[src/rtl/matmul_pkg.sv]
// Shared MAC-array definitions: default sizes, lane width and the operand feeder state encoding.
package matmul_pkg;
  localparam int N      = 4;
  localparam int DW     = 8;
  localparam int LANE_W = 2 * DW;
  localparam int IDX_W  = $clog2(N);

  typedef enum logic [1:0] {
    LOAD_A = 2'd0,
    LOAD_B = 2'd1,
    ISSUE  = 2'd2
  } feeder_state_t;
endpackage

[src/rtl/operand_bank.sv]
// N*N x DW register file with one write port and N combinational read lanes.
// COL_READ=0 reads row sel_i (lane k = M[sel][k]); COL_READ=1 reads column sel_i (lane k = M[k][sel]).
module operand_bank #(
  parameter int N        = 4,
  parameter int DW       = 8,
  parameter bit COL_READ = 1'b0,
  localparam int IW      = $clog2(N),
  localparam int AW      = 2 * IW
) (
  input  logic            clk,
  input  logic            we_i,
  input  logic [AW-1:0]   waddr_i,
  input  logic [DW-1:0]   wdata_i,
  input  logic [IW-1:0]   sel_i,
  output logic [N*DW-1:0] rdata_o
);
  // Contents are don't-care after reset, so the array carries no reset.
  logic [DW-1:0] mem_q [N*N];

  always_ff @(posedge clk) begin
    if (we_i) mem_q[waddr_i] <= wdata_i;
  end

  for (genvar k = 0; k < N; k++) begin : g_rd
    localparam logic [IW-1:0] K = IW'(k);
    if (COL_READ) begin : g_col
      assign rdata_o[k*DW +: DW] = mem_q[{K, sel_i}];
    end else begin : g_row
      assign rdata_o[k*DW +: DW] = mem_q[{sel_i, K}];
    end
  end
endmodule

[src/rtl/matrix_operand_feeder.sv]
// Buffers A then B (row-major) and issues the N*N row/column operand vectors with (i,j) tags.
// First vector 1 cycle after the last B accept; output register advances only when !out_valid | out_ready.
module matrix_operand_feeder #(
  parameter int N   = matmul_pkg::N,
  parameter int DW  = matmul_pkg::DW,
  localparam int IW = $clog2(N),
  localparam int OW = 2 * DW * N
) (
  input  logic          clk,
  input  logic          rst_n,
  input  logic          in_valid,
  input  logic [DW-1:0] in_data,
  output logic          in_ready,
  output logic          out_valid,
  input  logic          out_ready,
  output logic [OW-1:0] out_data,
  output logic [IW-1:0] out_row,
  output logic [IW-1:0] out_col,
  output logic          out_last,
  output logic          done
);
  import matmul_pkg::*;

  localparam int AW = 2 * IW;
  localparam int LW = 2 * DW;

  feeder_state_t state_q;
  logic [AW-1:0] cnt_q;
  logic [AW-1:0] ld_idx_q;
  logic          all_ld_q;
  logic          out_valid_q;
  logic [OW-1:0] out_data_q;
  logic [IW-1:0] out_row_q;
  logic [IW-1:0] out_col_q;
  logic          out_last_q;
  logic          done_q;

  logic            ld_en;
  logic            last_hs;
  logic            ld_last;
  logic [N*DW-1:0] a_rd;
  logic [N*DW-1:0] b_rd;
  logic [OW-1:0]   issue_dat_d;

  assign in_ready  = (state_q != ISSUE);
  assign ld_en     = !out_valid_q || out_ready;
  assign last_hs   = out_valid_q && out_ready && out_last_q;
  assign ld_last   = &ld_idx_q;

  operand_bank #(.N(N), .DW(DW), .COL_READ(1'b0)) u_bank_a (
    .clk     (clk),
    .we_i    (in_valid && (state_q == LOAD_A)),
    .waddr_i (cnt_q),
    .wdata_i (in_data),
    .sel_i   (ld_idx_q[AW-1:IW]),
    .rdata_o (a_rd)
  );

  operand_bank #(.N(N), .DW(DW), .COL_READ(1'b1)) u_bank_b (
    .clk     (clk),
    .we_i    (in_valid && (state_q == LOAD_B)),
    .waddr_i (cnt_q),
    .wdata_i (in_data),
    .sel_i   (ld_idx_q[IW-1:0]),
    .rdata_o (b_rd)
  );

  // Lane k: A element in the low half, B element in the high half.
  always_comb begin
    issue_dat_d = '0;
    for (int k = 0; k < N; k++) begin
      issue_dat_d[k*LW +: DW]      = a_rd[k*DW +: DW];
      issue_dat_d[k*LW + DW +: DW] = b_rd[k*DW +: DW];
    end
  end

  // ld_idx_q is the (i,j) of the next vector to load into the output register,
  // so the register always holds the vector whose handshake is pending.
  always_ff @(posedge clk or negedge rst_n) begin
    if (!rst_n) begin
      state_q     <= LOAD_A;
      cnt_q       <= '0;
      ld_idx_q    <= '0;
      all_ld_q    <= 1'b0;
      out_valid_q <= 1'b0;
      out_data_q  <= '0;
      out_row_q   <= '0;
      out_col_q   <= '0;
      out_last_q  <= 1'b0;
      done_q      <= 1'b0;
    end else begin
      done_q <= 1'b0;
      case (state_q)
        LOAD_A, LOAD_B: begin
          if (in_valid) begin
            cnt_q <= cnt_q + AW'(1);
            if (&cnt_q) state_q <= (state_q == LOAD_A) ? LOAD_B : ISSUE;
          end
        end
        ISSUE: begin
          if (ld_en) begin
            if (last_hs) begin
              state_q     <= LOAD_A;
              out_valid_q <= 1'b0;
              out_last_q  <= 1'b0;
              ld_idx_q    <= '0;
              all_ld_q    <= 1'b0;
              done_q      <= 1'b1;
            end else if (!all_ld_q) begin
              out_valid_q <= 1'b1;
              out_data_q  <= issue_dat_d;
              out_row_q   <= ld_idx_q[AW-1:IW];
              out_col_q   <= ld_idx_q[IW-1:0];
              out_last_q  <= ld_last;
              ld_idx_q    <= ld_idx_q + AW'(1);
              all_ld_q    <= ld_last;
            end
          end
        end
        default: state_q <= LOAD_A;
      endcase
    end
  end

  assign out_valid = out_valid_q;
  assign out_data  = out_data_q;
  assign out_row   = out_row_q;
  assign out_col   = out_col_q;
  assign out_last  = out_last_q;
  assign done      = done_q;
endmodule

[config.mk]
export PLATFORM = sky130hd
export DESIGN_NAME = matrix_operand_feeder
export DESIGN_NICKNAME = d
export VERILOG_FILES = /design/src/rtl/matmul_pkg.sv /design/src/rtl/operand_bank.sv /design/src/rtl/matrix_operand_feeder.sv
export SDC_FILE = /design/constraint.sdc
export NUM_CORES = 1
export LEC_CHECK = 0
export BUFFER_PORTS_ARGS = -buffer_cell sky130_fd_sc_hd__buf_4
export CAP_MARGIN = 15
export CELL_PAD_IN_SITES_DETAIL_PLACEMENT = 0
export CELL_PAD_IN_SITES_GLOBAL_PLACEMENT = 1
export CORE_UTILIZATION = 45
export CTS_CLUSTER_DIAMETER = 30
export DETAILED_ROUTE_END_ITERATION = 6
export MAX_ROUTING_LAYER = met4
export PLACE_DENSITY = 0.72
export SLEW_MARGIN = 5
export SYNTH_ARGS = -nofsm -noshare
export SYNTH_HDL_FRONTEND = slang
export SYNTH_SLANG_ARGS = --single-unit
[constraint.sdc]
create_clock -name clk -period 2.1 [get_ports clk]
set_clock_uncertainty 0.1 [all_clocks]
set_input_delay 0.315 -clock clk [delete_from_list [all_inputs] [get_ports clk]]
set_output_delay 0.315 -clock clk [all_outputs]
set_load 0.005 [all_outputs]
==> results of run 1 <==
## layout by cell type (no fill, tap or decap), drive strengths merged, types with 6 or more instances in the layout
cell	count
buf	130
clkbuf	58
clkinv	14
clkinvlp	10
dfrtp	82
edfxtp	256
inv	15
mux2	69
mux4	64
nand2b	6
nand3	9
nor2	35
## cell type report
type / count / area, µm² / area share [%]
tap: 372 / 465 / 2.95
multi-input combinational: 219 / 2710 / 17.2
sequential: 338 / 9740 / 61.8
clock inverter: 40 / 415 / 2.64
clock buffer: 58 / 1350 / 8.54
inverter: 4 / 15.0 / 0.0953
timing repair buffer: 131 / 1060 / 6.73
## layer usage
layer | up-vias | GRT usage (%) | part of all wire, %
li1 | 2695 | - | -
met1 | 3170 | 24.4 | 43
met2 | 179 | 29.7 | 50
met3 | 50 | 3.06 | 4.6
met4 | 0 | 5.88 | 2.2
met5 | - | - | 0
## power by group through the flow
stage,sequential (mW),combinational [mW],clock [mW]
6_report,7.71,0.912,8.42
2_1_floorplan,7.79,0.535,0
3_3_place_gp,7.81,0.893,0
5_1_grt,7.74,1.01,8.90
3_5_place_dp,7.84,0.926,0
4_1_cts,7.71,0.932,8.59
## sequential cells by signal, indices dropped and copies added (netlist names), 2 cells and up
name	flops
cnt_q	4
ld_idx_q	4
out_col	2
out_data	64
out_row	2
state_q	2
u_bank_a.mem_q	128
u_bank_b.mem_q	128
## critical path, cell delays in order, from the launching register on
cell and delay, ps:
dfrtp_1 410, or3b_1 450, a21oi_4 210, buf_12 300, mux2_2 370
## worst max-delay path by stage
stage / from / to / slack (ps) / cells after the start
2_1_floorplan: ld_idx_q[2] / out_data[55] / 190 / 4
4_1_cts: state_q[0] / out_data[46] / 100 / 4
6_report: state_q[0] / out_data[51] / 110 / 4
5_1_grt: state_q[0] / out_data[51] / 30 / 4
3_5_place_dp: state_q[0] / out_data[17] / 110 / 4
3_3_place_gp: state_q[0] / out_data[39] / 170 / 4
## logic make-up after synthesis
| family | after synthesis | share of synthesized area (%) |
|---|---|---|
| muxes | 133 | 17.6 |
| xor gates and xnor gates | 5 | 0.347 |
| and+or+nand+nor | 63 | 2.25 |
| AOI/OAI and AO/OA | 13 | 0.834 |
| adders and majority gates | 5 | 0.496 |
| DFF | 338 | 77.2 |
| buffers and inverters | 32 | 1.23 |
## metrics by stage
stage          cells  hold slack (ps)  setup slack [ps]  cell area (µm²)  total power, mW
6_report        1162             30.6               105            15800             17.0
4_1_cts         1162             10.8               104            15800             17.2
2_1_floorplan    589            -80.6               189            12600             8.32
3_3_place_gp    1063              300               167            14000             8.70
3_5_place_dp    1063              317               115            14000             8.76
5_1_grt         1162             42.2              25.5            15800             17.6
==> flow_summary.yaml, run 1 <==
power:
  pwr-share-seq_pct: 45.2
  netSwitchingFraction_pct: 22.5
  switchingPower_mw: 3.84
  p_clk_share_pct: 49.4
  p_int_mw: 13.2
  peakVddDrop_uv: 604
  p_comb_share_pct: 5.4
  p_leak_nw: 5.97
  power_density_mw_per_mm2: 1080
clock_network:
  ctsHoldBuffers: 1
  postCtsSetupRepairBufs: 0
  cts-root-buf: "clkbuf_16"
  clkLatencyLatePin_ps: 540
  cts-resized-gates: 0
  numClockSinks: 338
  htree_levels: 2
  path_clk_slew_ps: 50
  clock_path_buffers: 3
  cts_made_buffers: 52
  cts_tree: "done"
yosys:
  synth_flop_cell: "edfxtp_1"
  synthTopCellsByCount: "256 x edfxtp_1, 82 x dfrtp_1, 64 x mux4_2"
  syn-cell-area_mm2: 0.0126
  syn-mean-instance-area_um2: 21.4
  ys_async_sr_fraction_pct: 24.3
  synth_warnings: 0
  synthTopCellsByArea: "edfxtp_1 61%, dfrtp_1 16%, mux4_2 11%, mux2_2 5.6%, nor2_1 1.0%"
  syn_nets: 606
  synth_edf_count: 256
  ys_ff_latch: 338
  synth_most_common_cell: "edfxtp_1"
  synth.top_cell.area_share_pct: 61.0
  yosysTopAreaCell: "edfxtp_1"
  syn_inst: 589
  ys_seq_area_share_pct: 77.2
  ys_types: 31
worst_setup_path:
  crit_fanout: 47
  regToRegSetupSlack_ps: 110
  critPathLaunchType: "flip-flop"
  rr_worst_depth: 4
  critPathArrivalTime_ps: 2320
  r2r-start: "state_q[0]"
  critPathRequiredTime_ps: 2420
  cp-end-kind: "flip-flop"
  worstSetupPathType: "flip-flop to flip-flop"
  reg2reg_to: "out_data[51]"
floorplan:
  ios: 84
  die_area_mm2: 0.0287
  die_h_um: 169
  core_mm2: 0.0273
  rows: 60
  start_util_pct: 46.3
  die_w_um: 169
drt:
  wl_per_cell_um: 21.1
  routed_wl_um: 24500
  via_per_inst: 5.24
  drt-initial-drc-count: 350
  drc: 0
  ant_nets: 0
  dr.pass1.iters: 5
  vias: 6094
layout:
  syn_to_final_growth_pct: 25.0
  antenna_cells_inserted: 0
  fillers: 1966
  final_core_util_pct: 57.8
  drive_gt1_share_pct: 44.7
  fin_nets: 763
timing:
  fin_crit_ps: 1990
  drv_slew: 0
  tightest_slew_ps: 634
  setup_viol: 0
  finalHoldViolCount: 0
  fmax_mhz: 501
  finalCritPeriodShare_pct: 95.0
  slew_headroom_pct: 57.8
  tns_ps: 0
  rsz0062_at_grt: "no"
grt:
  grt_use_total_pct: 18.5
  gr-total-overflow: 0
  grt_pass1_vias: 6561
  grt_pass1_wl_um: 38400
  antenna_found_initial: 0
  grt_max_degree: 48
min_path:
  holdPathStages: 3
  min_path_type: "input port to flip-flop"
  hold_start: "out_ready"
  min_to: "done"
flow_run:
  drv_cap: 0
status:
  outcome: "complete, no violations"
placed_design:
  gp_congestion: 0.797
  hpwl_um: 14500
  portBuffers: 83
Note: power is estimated with default switching activity, not from simulation.
==> run 2, diff against run 1 <==
--- a/config.mk
+++ b/config.mk
@@ -5,6 +5,7 @@
 export SDC_FILE = /design/constraint.sdc
 export NUM_CORES = 1
 export LEC_CHECK = 0
+export ABC_AREA = 1
 export BUFFER_PORTS_ARGS = -buffer_cell sky130_fd_sc_hd__buf_4
 export CAP_MARGIN = 15
 export CELL_PAD_IN_SITES_DETAIL_PLACEMENT = 0
@@ -13,7 +14,7 @@
 export CTS_CLUSTER_DIAMETER = 30
 export DETAILED_ROUTE_END_ITERATION = 6
 export MAX_ROUTING_LAYER = met4
-export PLACE_DENSITY = 0.72
+export PLACE_DENSITY = 0.78
 export SLEW_MARGIN = 5
 export SYNTH_ARGS = -nofsm -noshare
 export SYNTH_HDL_FRONTEND = slang
==> flow_summary.yaml, run 2 <==
grt:
  grt_max_degree: 70
  gr-total-overflow: 0
  grt_pass1_wl_um: 51100
  antenna_found_initial: 1
  grt_use_total_pct: 20.9
  grt_pass1_vias: 9392
clock_network:
  cts_made_buffers: 61
  postCtsSetupRepairBufs: 0
  path_clk_slew_ps: 60
  clkLatencyLatePin_ps: 600
  ctsHoldBuffers: 2
  numClockSinks: 338
  htree_levels: 2
  cts_tree: "done"
  clock_path_buffers: 3
  cts-resized-gates: 0
  cts-root-buf: "clkbuf_16"
floorplan:
  ios: 84
  core_mm2: 0.0309
  die_w_um: 180
  start_util_pct: 46.1
  die_area_mm2: 0.0324
  rows: 64
  die_h_um: 180
yosys:
  ys_ff_latch: 338
  ys_types: 21
  ys_async_sr_fraction_pct: 24.3
  synthTopCellsByArea: "edfxtp_1 54%, nand2_1 15%, dfrtp_1 14%, inv_1 7.2%, nand3_1 5.2%"
  syn-cell-area_mm2: 0.0143
  synth_compound_area_share_pct: 0.184
  synth.mux.area_fraction_pct: 0
  synth_warnings: 0
  synth_edf_count: 256
  synthTopCellsByCount: "552 x nand2_1, 275 x inv_1, 256 x edfxtp_1"
  synth-xor-area-share_pct: 0.246
  syn_nets: 1451
  synth_flop_cell: "edfxtp_1"
  synth_most_common_cell: "nand2_1"
  syn-mean-instance-area_um2: 9.94
  synth.top_cell.area_share_pct: 53.9
  yosys.area_share.adder_pct: 0.439
  synth_top_family_by_area: "simple AND/OR/NAND/NOR gates"
  syn_inst: 1434
  yosysTopAreaCell: "edfxtp_1"
  synth-simple-area-share_pct: 21.1
  ys_seq_area_share_pct: 68.3
timing:
  fmax_mhz: 543
  drv_slew: 0
  setup_viol: 0
  tns_ps: 0
  tightest_slew_ps: 529
  finalHoldViolCount: 0
  fin_crit_ps: 1840
  finalCritPeriodShare_pct: 87.6
  rsz0062_at_grt: "no"
  holdWs_ps: 71.5
  slew_headroom_pct: 64.7
worst_setup_path:
  regToRegSetupSlack_ps: 260
  crit_end: "u_bank_a.mem_q[14][2]"
  reg2reg_to: "u_bank_a.mem_q[14][2]"
  worstSetupPathType: "flip-flop to flip-flop"
  rr_worst_depth: 7
  critPathArrivalTime_ps: 2030
  r2r-start: "state_q[1]"
  critPathLaunchType: "flip-flop"
  crit_fanout: 16
  startpoint: "state_q[1]"
  cp-end-kind: "flip-flop"
  critPathRequiredTime_ps: 2290
layout:
  fin_nets: 1596
  fillers: 2638
  final_cell_mix: "552 x nand2_1, 275 x inv_1, 256 x edfxtp_1"
  multi_input_area_mm2: 0.00314
  final_common_cell: "nand2_1"
  drive_gt1_share_pct: 16.1
  seqCellArea_mm2: 0.00974
  stdcell_area_mm2: 0.0177
  syn_to_final_growth_pct: 24.1
drt:
  vias: 9562
  routed_wl_um: 32100
  drt-initial-drc-count: 665
  drc: 7
  wl_per_cell_um: 15.8
  dr.pass1.iters: 7
  ant_nets: 0
  via_per_inst: 4.71
status:
  outcome: "finished, violations left"
  violations: "DRC"
placed_design:
  hpwl_um: 19200
  placed_area_mm2: 0.0155
  portBuffers: 83
  gp_congestion: 0.887
power:
  peakVddDrop_uv: 767
  p_leak_nw: 8.49
  power_density_mw_per_mm2: 974
min_path:
  min_path_type: "input port to flip-flop"
  hold_start: "out_ready"
flow_run:
  drv_cap: 0
## run 2: power breakdown
group	total [mW]	switching, mW	leakage [nW]	internal [mW]
Combinational	0.162	0.142	4.04	0.0202
Sequential	7.21	0	3.42	7.21
Clock	9.87	3.80	1.03	6.06
Total	17.2	3.95	8.49	13.3
## run 2: worst min path at each step
stage | end | slack [ps] | cells past startpoint
floorplan | all_ld_q | -80 | 0
global placement | out_data[28] | 230 | 1
detailed placement | out_data[28] | 230 | 1
CTS | state_q[1] | 50 | 4
global route | u_bank_a.mem_q[15][5] | 80 | 1
finish | state_q[1] | 70 | 4
## run 2: layout make-up
type	instances	area share, %
clock buffer	61	8.63
timing repair buffer	144	6.42
tap	396	2.80
multi-input combinational	758	17.7
inverter	276	5.86
antenna	1	0.0141
sequential	338	55.1
clock inverter	55	3.47
## run 2: per-stage QoR
| step | worst slack, ps | cells | utilization [%] | power [mW] |
|---|---|---|---|---|
| finish | 260 | 2029 | 57.2 | 17.2 |
| detailed placement | 276 | 1910 | 50.2 | 7.50 |
| floorplan | 212 | 1434 | - | 7.34 |
| global placement | 293 | 1910 | 50.2 | 7.50 |
| global route | 125 | 2029 | 57.2 | 17.7 |
| CTS | 237 | 2028 | 57.2 | 17.4 |
## run 2: cell families after synthesis
group / Yosys count
compound gates: 5
fa+ha+maj: 5
buf+inv: 338
flops: 338
simple gates: 744
xor+xnor: 4
## run 2: routing by layer
layer	GRT usage, %	routed length, µm
met4	6.00	432
met3	3.63	1540
met2	32.3	15000
met1	28.4	15100
met5	-	0
## run 2: critical path, stage by stage (launching register included)
cell	delay, ps
dfrtp_1	400
inv_1	90
nand2_1	100
inv_1	100
nand2_1	110
buf_12	170
nor3_1	230
buf_4	230
==> run 3, diff against run 2 <==
==> constraint.sdc (replaced) <==
create_clock -name clk -period 2.1 [get_ports clk]
set_clock_uncertainty 0.1 [all_clocks]
set_input_delay 0.21 -clock clk [delete_from_list [all_inputs] [get_ports clk]]
set_output_delay 0.21 -clock clk [all_outputs]
set_load 0.005 [all_outputs]
==> flow_summary.yaml, run 3 (synthesized netlist as in run 2, its figures left out) <==
timing:
  slew_headroom_pct: 60.0
  finalHoldViolCount: 0
  tightest_slew_ps: 600
  setup_slack_ps: 278
  fin_crit_ps: 1820
  rsz0062_at_grt: "no"
  tns_ps: 0
  setup_viol: 0
  finalCritPeriodShare_pct: 86.8
  fmax_mhz: 549
  drv_slew: 0
floorplan:
  die_h_um: 180
  die_w_um: 180
  rows: 64
  core_mm2: 0.0309
  ios: 84
  start_util_pct: 46.1
  die_area_mm2: 0.0324
clock_network:
  cts_made_buffers: 70
  htree_levels: 3
  path_clk_slew_ps: 50
  postCtsSetupRepairBufs: 0
  cts-root-buf: "clkbuf_16"
  ctsHoldBuffers: 3
  clock_path_buffers: 3
  cts-resized-gates: 0
  cts_tree: "done"
  clkLatencyLatePin_ps: 540
  numClockSinks: 338
layout:
  final_common_cell: "nand2_1"
  antenna_cells_inserted: 0
  drive_gt1_share_pct: 15.5
  syn_to_final_growth_pct: 25.2
  final_cell_mix: "552 x nand2_1, 275 x inv_1, 256 x edfxtp_1"
  fin_nets: 1601
placed_design:
  hpwl_um: 19000
  portBuffers: 83
  gp_congestion: 0.885
  dp_slack_ps: 280
power:
  peakVddDrop_uv: 596
  finalPower_mw: 18.2
  p_leak_nw: 8.56
  power_density_mw_per_mm2: 1020
worst_setup_path:
  critPathRequiredTime_ps: 2250
  critPathArrivalTime_ps: 1970
  worstSetupPathType: "flip-flop to flip-flop"
  critPathLaunchType: "flip-flop"
  cp-end-kind: "flip-flop"
  crit_fanout: 8
grt:
  grt_use_total_pct: 21.5
  antenna_found_initial: 0
  grt_max_degree: 74
  gr-total-overflow: 0
  grt_pass1_wl_um: 52400
  grt_pass1_vias: 9738
drt:
  vias: 9682
  wl_per_cell_um: 16.0
  drc: 7
  drt-initial-drc-count: 723
  routed_wl_um: 32500
  ant_nets: 0
  via_per_inst: 4.76
  dr.pass1.iters: 7
status:
  outcome: "finished, violations left"
  violations: "DRC"
flow_run:
  drv_cap: 0
min_path:
  min_path_type: "input port to flip-flop"
-- run 3: cell types whose count changed in the layout (fill, tap and decap cells not counted), moves of 3 or more --
cell,before,now
clkbuf_16,61,72
clkinv_4,12,5
inv_6,16,5
clkbuf_8,0,3
inv_8,9,0
buf_4,138,135
clkbuf_1,0,12
bufinv_16,4,8
clkinv_1,3,6
clkinv_2,2,8
-- run 3: final cells by class --
cell class | count | area [µm²]
flip-flops and latches | 338 | 9740
well taps | 396 | 495
fillers | 2642 | 13100
clock inverters | 41 | 467
clock buffers | 87 | 1890
repair buffers | 140 | 1080
multi-input cells | 758 | 3140
inverters | 276 | 1040
-- run 3: path summary, 6_finish.rpt --
check	startpoint	end	slack, ps	depth (start not counted)
worst max-delay path	cnt_q[0]	u_bank_b.mem_q[14][0]	280	5
worst min register to register	out_row[0]	out_row[0]	370	2
worst max register to register	cnt_q[0]	u_bank_b.mem_q[14][0]	280	5
min in group asynchronous	rst_n	out_valid	130	2
max in group asynchronous	rst_n	out_data[46]	1180	3
worst min-delay path	in_data[0]	u_bank_b.mem_q[15][0]	40	1
-- run 3: layer usage --
| metal | global-route usage, % | part of all wire, % | vias to the layer above |
|---|---|---|---|
| met2 | 33.7 | 48 | 283 |
| met1 | 28.4 | 45 | 4573 |
| li1 | - | - | 4775 |
| met3 | 3.67 | 5.9 | 51 |
| met5 | - | 0 | - |
| met4 | 7.38 | 1.6 | 0 |
-- run 3: power breakdown --
| group | leakage (nW) | switching (mW) | internal, mW |
|---|---|---|---|
| combinational | 4.01 | 0.142 | 0.0240 |
| clock | 1.13 | 3.45 | 7.36 |
| sequential | 3.42 | 0 | 7.22 |
-- run 3: critical path: stages, from the launching register on --
cell and delay (ps):
dfrtp_1 400, inv_1 130, ha_1 260, inv_1 110, nor3_1 290, buf_4 230
-- run 3: per-stage QoR --
stage               hold slack [ps]  util [%]  cells  instance area [µm²]
floorplan                      -186         -   1434                14300
global placement                157      50.0   1905                15500
detailed placement              164      50.0   1905                15500
CTS                            25.7      57.7   2036                17800
global route                   31.0      57.7   2036                17800
finish                         40.8      57.7   2036                17800
